--- config.mk ---
export PLATFORM = sky130hd
export DESIGN_NAME = lc_mem_bridge
export DESIGN_NICKNAME = d
export VERILOG_FILES = /design/src/rtl/lc_mem_bridge_pkg.sv /design/src/rtl/lc_mem_bridge_arb.sv /design/src/rtl/lc_mem_bridge.sv
export SDC_FILE = /design/constraint.sdc
export NUM_CORES = 1
export LEC_CHECK = 0
export ABC_AREA = 1
export CAP_MARGIN = 20
export CORE_UTILIZATION = 45
export CTS_CLUSTER_SIZE = 12
export DETAILED_ROUTE_END_ITERATION = 8
export PLACE_DENSITY_LB_ADDON = 0.25
export SETUP_SLACK_MARGIN = 0.1
export SKIP_CTS_REPAIR_TIMING = 1
export SLEW_MARGIN = 20
export SYNTH_ARGS = -nofsm -noshare
export SYNTH_HDL_FRONTEND = slang
export SYNTH_SLANG_ARGS = --single-unit
--- constraint.sdc ---
create_clock -name CLK -period 2.4 [get_ports CLK]
set_input_delay 0.48 -clock CLK [delete_from_list [all_inputs] [get_ports CLK]]
set_output_delay 0.48 -clock CLK [all_outputs]
set_load 0.03 [all_outputs]
--- src/rtl/lc_mem_bridge_pkg.sv ---
// Shared widths, depth and FSM encodings for the layer-controller memory bridge.
package lc_mem_bridge_pkg;

    localparam int LC_MEM_DATA_WIDTH = 32;
    localparam int LC_MEM_ADDR_WIDTH = 16;      // byte address; word address drops 2 LSBs
    localparam int LC_MEM_DEPTH      = 16384;

    typedef enum logic [2:0] {
        ST_IDLE   = 3'd0,
        ST_ACCESS = 3'd1,
        ST_WAIT   = 3'd2,
        ST_RESP   = 3'd3,
        ST_HOLD   = 3'd4
    } state_t;

    // Port identifiers used for grant and last_grant
    localparam logic PORT_LC  = 1'b0;
    localparam logic PORT_LOC = 1'b1;

endpackage

--- src/rtl/lc_mem_bridge_arb.sv ---
// Two-requester round-robin arbiter with eligibility mask.
// grant/grant_valid are combinational; last_grant advances only when the
// owner accepts a grant (take).
module lc_mem_arb
    import lc_mem_bridge_pkg::*;
(
    input  logic       CLK,
    input  logic       RESETn,
    input  logic [1:0] req,
    input  logic [1:0] eligible,
    input  logic       take,
    output logic       grant,
    output logic       grant_valid
);

    logic       last_grant;
    logic [1:0] cand;

    assign cand        = req & eligible;
    assign grant_valid = |cand;

    // Pick the single candidate, or the one not served last on a tie
    always_comb begin
        grant = PORT_LC;
        if (cand == 2'b11) begin
            grant = ~last_grant;
        end else if (cand[1]) begin
            grant = PORT_LOC;
        end
    end

    // Remember the winner; reset to LOC so LC wins the first tie
    always_ff @(posedge CLK or negedge RESETn) begin
        if (!RESETn) begin
            last_grant <= PORT_LOC;
        end else if (take && grant_valid) begin
            last_grant <= grant;
        end
    end

endmodule

--- src/rtl/lc_mem_bridge.sv ---
// Memory-side slave for the layer controller 4-phase port plus a local
// master port, sharing one single-port synchronous SRAM.
//
// state  | meaning
// -------+-----------------------------------------------------------
// IDLE   | sample requests, grant, latch fields into SRAM_A/SRAM_D
// ACCESS | SRAM_CEN low for exactly one cycle
// WAIT   | count down read latency, capture SRAM_Q into granted RDATA
// RESP   | raise granted port's ACK
// HOLD   | keep ACK until that port's REQ falls (4-phase return)
module lc_mem_bridge
    import lc_mem_bridge_pkg::*;
#(
    parameter int DATA_WIDTH = LC_MEM_DATA_WIDTH,
    parameter int ADDR_WIDTH = LC_MEM_ADDR_WIDTH - 2,
    parameter int DEPTH      = LC_MEM_DEPTH,
    parameter int RD_LATENCY = 1                  // valid range 1..3
) (
    input  logic                  CLK,
    input  logic                  RESETn,
    input  logic                  LC_REQ,
    input  logic                  LC_WRITE,
    input  logic [ADDR_WIDTH-1:0] LC_ADDR,
    input  logic [DATA_WIDTH-1:0] LC_WDATA,
    output logic [DATA_WIDTH-1:0] LC_RDATA,
    output logic                  LC_ACK,
    input  logic                  LOC_REQ,
    input  logic                  LOC_WRITE,
    input  logic [ADDR_WIDTH-1:0] LOC_ADDR,
    input  logic [DATA_WIDTH-1:0] LOC_WDATA,
    output logic [DATA_WIDTH-1:0] LOC_RDATA,
    output logic                  LOC_ACK,
    output logic                  SRAM_CEN,
    output logic                  SRAM_WEN,
    output logic [ADDR_WIDTH-1:0] SRAM_A,
    output logic [DATA_WIDTH-1:0] SRAM_D,
    input  logic [DATA_WIDTH-1:0] SRAM_Q
);

    // One extra bit so DEPTH == 2**ADDR_WIDTH is representable
    localparam logic [ADDR_WIDTH:0] DEPTH_W = (ADDR_WIDTH + 1)'(DEPTH);

    state_t                state;
    logic                  sel;         // port currently being served
    logic                  lat_wr;
    logic [1:0]            lat_cnt;

    logic                  grant;
    logic                  grant_valid;
    logic                  g_write;
    logic [ADDR_WIDTH-1:0] g_addr;
    logic [DATA_WIDTH-1:0] g_wdata;
    logic                  g_in_range;
    logic                  sel_req;

    lc_mem_arb u_arb (
        .CLK         (CLK),
        .RESETn      (RESETn),
        .req         ({LOC_REQ, LC_REQ}),
        .eligible    (~{LOC_ACK, LC_ACK}),
        .take        (state == ST_IDLE),
        .grant       (grant),
        .grant_valid (grant_valid)
    );

    assign g_write    = (grant == PORT_LOC) ? LOC_WRITE : LC_WRITE;
    assign g_addr     = (grant == PORT_LOC) ? LOC_ADDR  : LC_ADDR;
    assign g_wdata    = (grant == PORT_LOC) ? LOC_WDATA : LC_WDATA;
    assign g_in_range = ({1'b0, g_addr} < DEPTH_W);
    assign sel_req    = (sel == PORT_LOC) ? LOC_REQ : LC_REQ;

    // Bridge sequencer; all outputs registered here
    always_ff @(posedge CLK or negedge RESETn) begin
        if (!RESETn) begin
            state     <= ST_IDLE;
            sel       <= PORT_LC;
            lat_wr    <= 1'b0;
            lat_cnt   <= 2'd0;
            LC_ACK    <= 1'b0;
            LOC_ACK   <= 1'b0;
            LC_RDATA  <= '0;
            LOC_RDATA <= '0;
            SRAM_CEN  <= 1'b1;
            SRAM_WEN  <= 1'b1;
            SRAM_A    <= '0;
            SRAM_D    <= '0;
        end else begin
            case (state)
                ST_IDLE: begin
                    if (grant_valid) begin
                        sel    <= grant;
                        lat_wr <= g_write;
                        if (g_in_range) begin
                            // SRAM_A/SRAM_D double as the latched request fields
                            SRAM_CEN <= 1'b0;
                            SRAM_WEN <= ~g_write;
                            SRAM_A   <= g_addr;
                            SRAM_D   <= g_wdata;
                            state    <= ST_ACCESS;
                        end else begin
                            // Out of range: SRAM untouched, reads return zero
                            if (!g_write) begin
                                if (grant == PORT_LOC) LOC_RDATA <= '0;
                                else                   LC_RDATA  <= '0;
                            end
                            state <= ST_RESP;
                        end
                    end
                end
                ST_ACCESS: begin
                    SRAM_CEN <= 1'b1;
                    SRAM_WEN <= 1'b1;
                    if (lat_wr) begin
                        state <= ST_RESP;
                    end else begin
                        lat_cnt <= 2'(RD_LATENCY - 1);
                        state   <= ST_WAIT;
                    end
                end
                ST_WAIT: begin
                    if (lat_cnt == 2'd0) begin
                        if (sel == PORT_LOC) LOC_RDATA <= SRAM_Q;
                        else                 LC_RDATA  <= SRAM_Q;
                        state <= ST_RESP;
                    end else begin
                        lat_cnt <= lat_cnt - 2'd1;
                    end
                end
                ST_RESP: begin
                    if (sel == PORT_LOC) LOC_ACK <= 1'b1;
                    else                 LC_ACK  <= 1'b1;
                    state <= ST_HOLD;
                end
                ST_HOLD: begin
                    if (!sel_req) begin
                        LC_ACK  <= 1'b0;
                        LOC_ACK <= 1'b0;
                        state   <= ST_IDLE;
                    end
                end
                default: state <= ST_IDLE;
            endcase
        end
    end

endmodule

==> impl_metrics.sql <==
INSERT INTO impl_metrics (metric_group, metric, value, unit) VALUES
('worst_setup_path', 'timing.critical_path.to_type', 'output pin', ''),
('sta', 'rsz0062_at_grt', 'false', ''),
('worst_setup_path', 'cp_max_fo', '2', ''),
('logic_synthesis', 'synthCells', '616', ''),
('min_path', 'holdCritPathClass', 'input pin to asynchronous set/reset pin', ''),
('worst_setup_path', 'worst_ep_required', '1.92', 'ns'),
('worst_setup_path', 'crit_chain', 'clkdlybuf4s50_1', ''),
('placement', 'place_worst_setup_slack', '0.377', 'ns'),
('sta', 'final_period_minus_worst_setup_slack', '2.11', 'ns'),
('route', 'drt_iter0_markers', '288', ''),
('worst_setup_path', 'critical_path.reg2reg.startpoint', 'state[0]', ''),
('sta', 'final_hold_viol_count', '0', ''),
('global_route', 'grt_pass1_vias', '4933', ''),
('global_route', 'initial_antenna_violation_count', '0', ''),
('clock_network', 'cts.sinks', '122', ''),
('global_route', 'grt_pass1_wl', '24.2', 'mm'),
('logic_synthesis', 'ys_warn_count', '0', ''),
('final_layout', 'layout.core_utilization', '0.743', ''),
('sta', 'final.setup.tns', '0', 'ns'),
('logic_synthesis', 'summed_instance_area_of_the_synthesized_netlist', '0.00532', 'sq mm'),
('sta', 'fin_worst_skew', '0.0147', 'ns'),
('clock_network', 'cts_tree', 'yes', ''),
('sta', 'f_max', '0.475', 'GHz'),
('route', 'drc_errors', '0', ''),
('global_route', 'grt_start_max_net_pins', '123', ''),
('route', 'wirelength', '14.9', 'mm'),
('route', 'drt_pass1_iterations', '6', ''),
('final_layout', 'finish.instance_area', '0.00852', 'sq mm'),
('clock_network', 'worst_skew_pair_latency', '0.41', 'ns'),
('floorplanning', 'start_util', '0.464', ''),
('sta', 'layout_setup_ws', '0.294', 'ns'),
('clock_network', 'ctsHtreeMaxLevel', '4', ''),
('power_and_ir_drop', 'leakagePower', '4.23', 'nW'),
('clock_network', 'clk_transition_reported_paths', '0.05', 'ns'),
('logic_synthesis', 'ys_seq_area_frac', '0.574', ''),
('worst_setup_path', 'path_buf_inv', '1', ''),
('run', 'reported_max_cap_violation_count', '0', ''),
('floorplanning', 'fp.dieW', '111', 'microns'),
('worst_setup_path', 'critical_path_arrival', '1.63', 'ns'),
('worst_setup_path', 'ff2ff_setup_slack', '0.52', 'ns'),
('status', 'run_status', 'finished clean', ''),
('placement', 'dpl-instance-area', '0.00784', 'sq mm'),
('placement', 'gp_routability_congestion', '0.789', ''),
('clock_network', 'cts-buffers-inserted', '17', ''),
('final_layout', 'synthToLayoutAreaGrowth', '60.0', '%'),
('worst_setup_path', 'worstRegToRegCells', '6', ''),
('final_layout', 'final_cell_mix', 'sky130_fd_sc_hd__clkdlybuf4s50_1 (242), sky130_fd_sc_hd__nand2_1 (229), sky130_fd_sc_hd__dfrtp_1 (119)', ''),
('final_layout', 'finish.net_count', '981', ''),
('floorplanning', 'die-area', '0.0123', 'sq mm'),
('worst_setup_path', 'critical-path-top-delay-family', 'buffers and inverters', ''),
('worst_setup_path', 'critical-path-max-stage-delay', '0.70', 'ns'),
('worst_setup_path', 'setup.worst_path.class', 'register to output pin', ''),
('placement', 'port_buffers', '243', ''),
('route', 'routedWlPerCell', '14.8', 'microns'),
('final_layout', 'instances_no_fill', '1006', ''),
('logic_synthesis', 'synth-seq-cells', '122', ''),
('floorplanning', 'die_height', '111', 'microns'),
('sta', 'final_min_period_over_clock_period', '0.878', ''),
('sta', 'setup_viol', '0', ''),
('worst_setup_path', 'crit-reg2reg-capture', 'LC_RDATA[10]', ''),
('route', 'antenna_violating_nets_post_route', '0', ''),
('clock_network', 'clockBufferDepth', '2', ''),
('logic_synthesis', 'synthesis.area_per_instance', '8.64', 'sq um'),
('clock_network', 'cts_root_buffer', 'sky130_fd_sc_hd__clkbuf_16', ''),
('worst_setup_path', 'critical-path-slowest-cell', 'sky130_fd_sc_hd__clkdlybuf4s50_1', ''),
('worst_setup_path', 'timing.critical_path.from_type', 'register', ''),
('power_and_ir_drop', 'pwr_density_cell', '1550', 'mW/mm^2'),
('floorplanning', 'placeableCoreArea', '0.0115', 'sq mm'),
('global_route', 'overflow', '0', ''),
('floorplanning', 'pin_count', '244', ''),
('route', 'viasPerCell', '4.89', '');
## worst register-to-register path, delay by kind of cell, from the launching register on
kind,cells,cell delay [ns]
AO/OA/AOI/OAI,1,0.11
buffers and inverters,2,0.26
AND/OR/NAND/NOR,3,0.91
flip-flops,1,0.44
## cells by family after synthesis
| kind of cell | synth area share |
|---|---|
| DFF | 0.574 |
| buffers and inverters | 0.102 |
| adders and majority gates | 0.00235 |
| and+or+nand+nor | 0.188 |
| AOI/OAI and AO/OA | 0.133 |
## flip-flops by register name (all words and copies together), names as in the netlist
name and flops:
LC_RDATA 32, LOC_RDATA 32, SRAM_D 32, SRAM_A 14, state 3, lat_cnt 2, LC_ACK 1, LOC_ACK 1
SRAM_CEN 1, SRAM_WEN 1, lat_wr 1, sel 1, u_arb.last_grant 1
## stage by stage
stage	power (mW)	hold WS, ns
floorplan	7.52	0.184
detailed placement	10.3	0.466
global route	13.9	0.224
global placement	10.1	0.453
CTS	13.3	0.201
finish	13.2	0.123
## cell usage after synthesis
library cell | number | share of area
sky130_fd_sc_hd__nand3_1 | 9 | 0.0085
sky130_fd_sc_hd__nand3_4 | 2 | 0.0066
sky130_fd_sc_hd__dfstp_2 | 3 | 0.015
sky130_fd_sc_hd__inv_1 | 92 | 0.065
sky130_fd_sc_hd__nand2_2 | 1 | 0.0012
sky130_fd_sc_hd__o21ai_1 | 64 | 0.060
sky130_fd_sc_hd__o211ai_1 | 48 | 0.068
sky130_fd_sc_hd__nand3b_1 | 1 | 0.0014
sky130_fd_sc_hd__nor2_4 | 1 | 0.0021
sky130_fd_sc_hd__nor2_2 | 1 | 0.0012
sky130_fd_sc_hd__clkbuf_1 | 5 | 0.0035
sky130_fd_sc_hd__a21oi_2 | 1 | 0.0016
sky130_fd_sc_hd__dfrtp_1 | 119 | 0.56
sky130_fd_sc_hd__inv_2 | 2 | 0.0014
sky130_fd_sc_hd__nand2_1 | 230 | 0.16
sky130_fd_sc_hd__buf_2 | 21 | 0.020
sky130_fd_sc_hd__o21ai_0 | 4 | 0.0038
sky130_fd_sc_hd__nor3_1 | 1 | 0.00094
sky130_fd_sc_hd__nor2_1 | 3 | 0.0021
sky130_fd_sc_hd__nand3_2 | 1 | 0.0019
sky130_fd_sc_hd__ha_1 | 1 | 0.0023
sky130_fd_sc_hd__buf_6 | 6 | 0.013
## per-layer routing
layer	GRT usage	up-vias	wire, microns
met1	0.285	2271	5940
met3	0.0875	24	1230
met2	0.429	221	7440
li1	-	2405	-
met5	0	-	0
met4	0.0907	0	306
## layout make-up
cell class / count / area (sq um) / area share
Clock buffer: 21 / 470 / 0.0552
Clock inverter: 11 / 214 / 0.0251
Inverter: 94 / 353 / 0.0414
Multi-Input combinational cell: 368 / 1740 / 0.204
Sequential cell: 122 / 3060 / 0.359
Tap cell: 143 / 179 / 0.0210
Timing Repair Buffer: 247 / 2510 / 0.295
## how the worst max path moves through the flow
stage	endpoint	slack (ns)	cells past startpoint
after floorplan	SRAM_A[0]	0.96	8
after global placement	SRAM_A[7]	0.47	7
after detailed placement	SRAM_D[14]	0.38	7
after CTS	SRAM_CEN	0.27	1
after global routing	SRAM_CEN	0.27	1
final	SRAM_CEN	0.29	1
## power breakdown
group	leakage (nW)	total (mW)	switching (mW)	internal, mW
logic	2.41	6.56	3.99	2.58
clock network	0.330	2.94	0.908	2.03
registers	1.49	3.72	0.606	3.11
total	4.23	13.2	5.50	7.72
(Power assumes the default switching activity.)
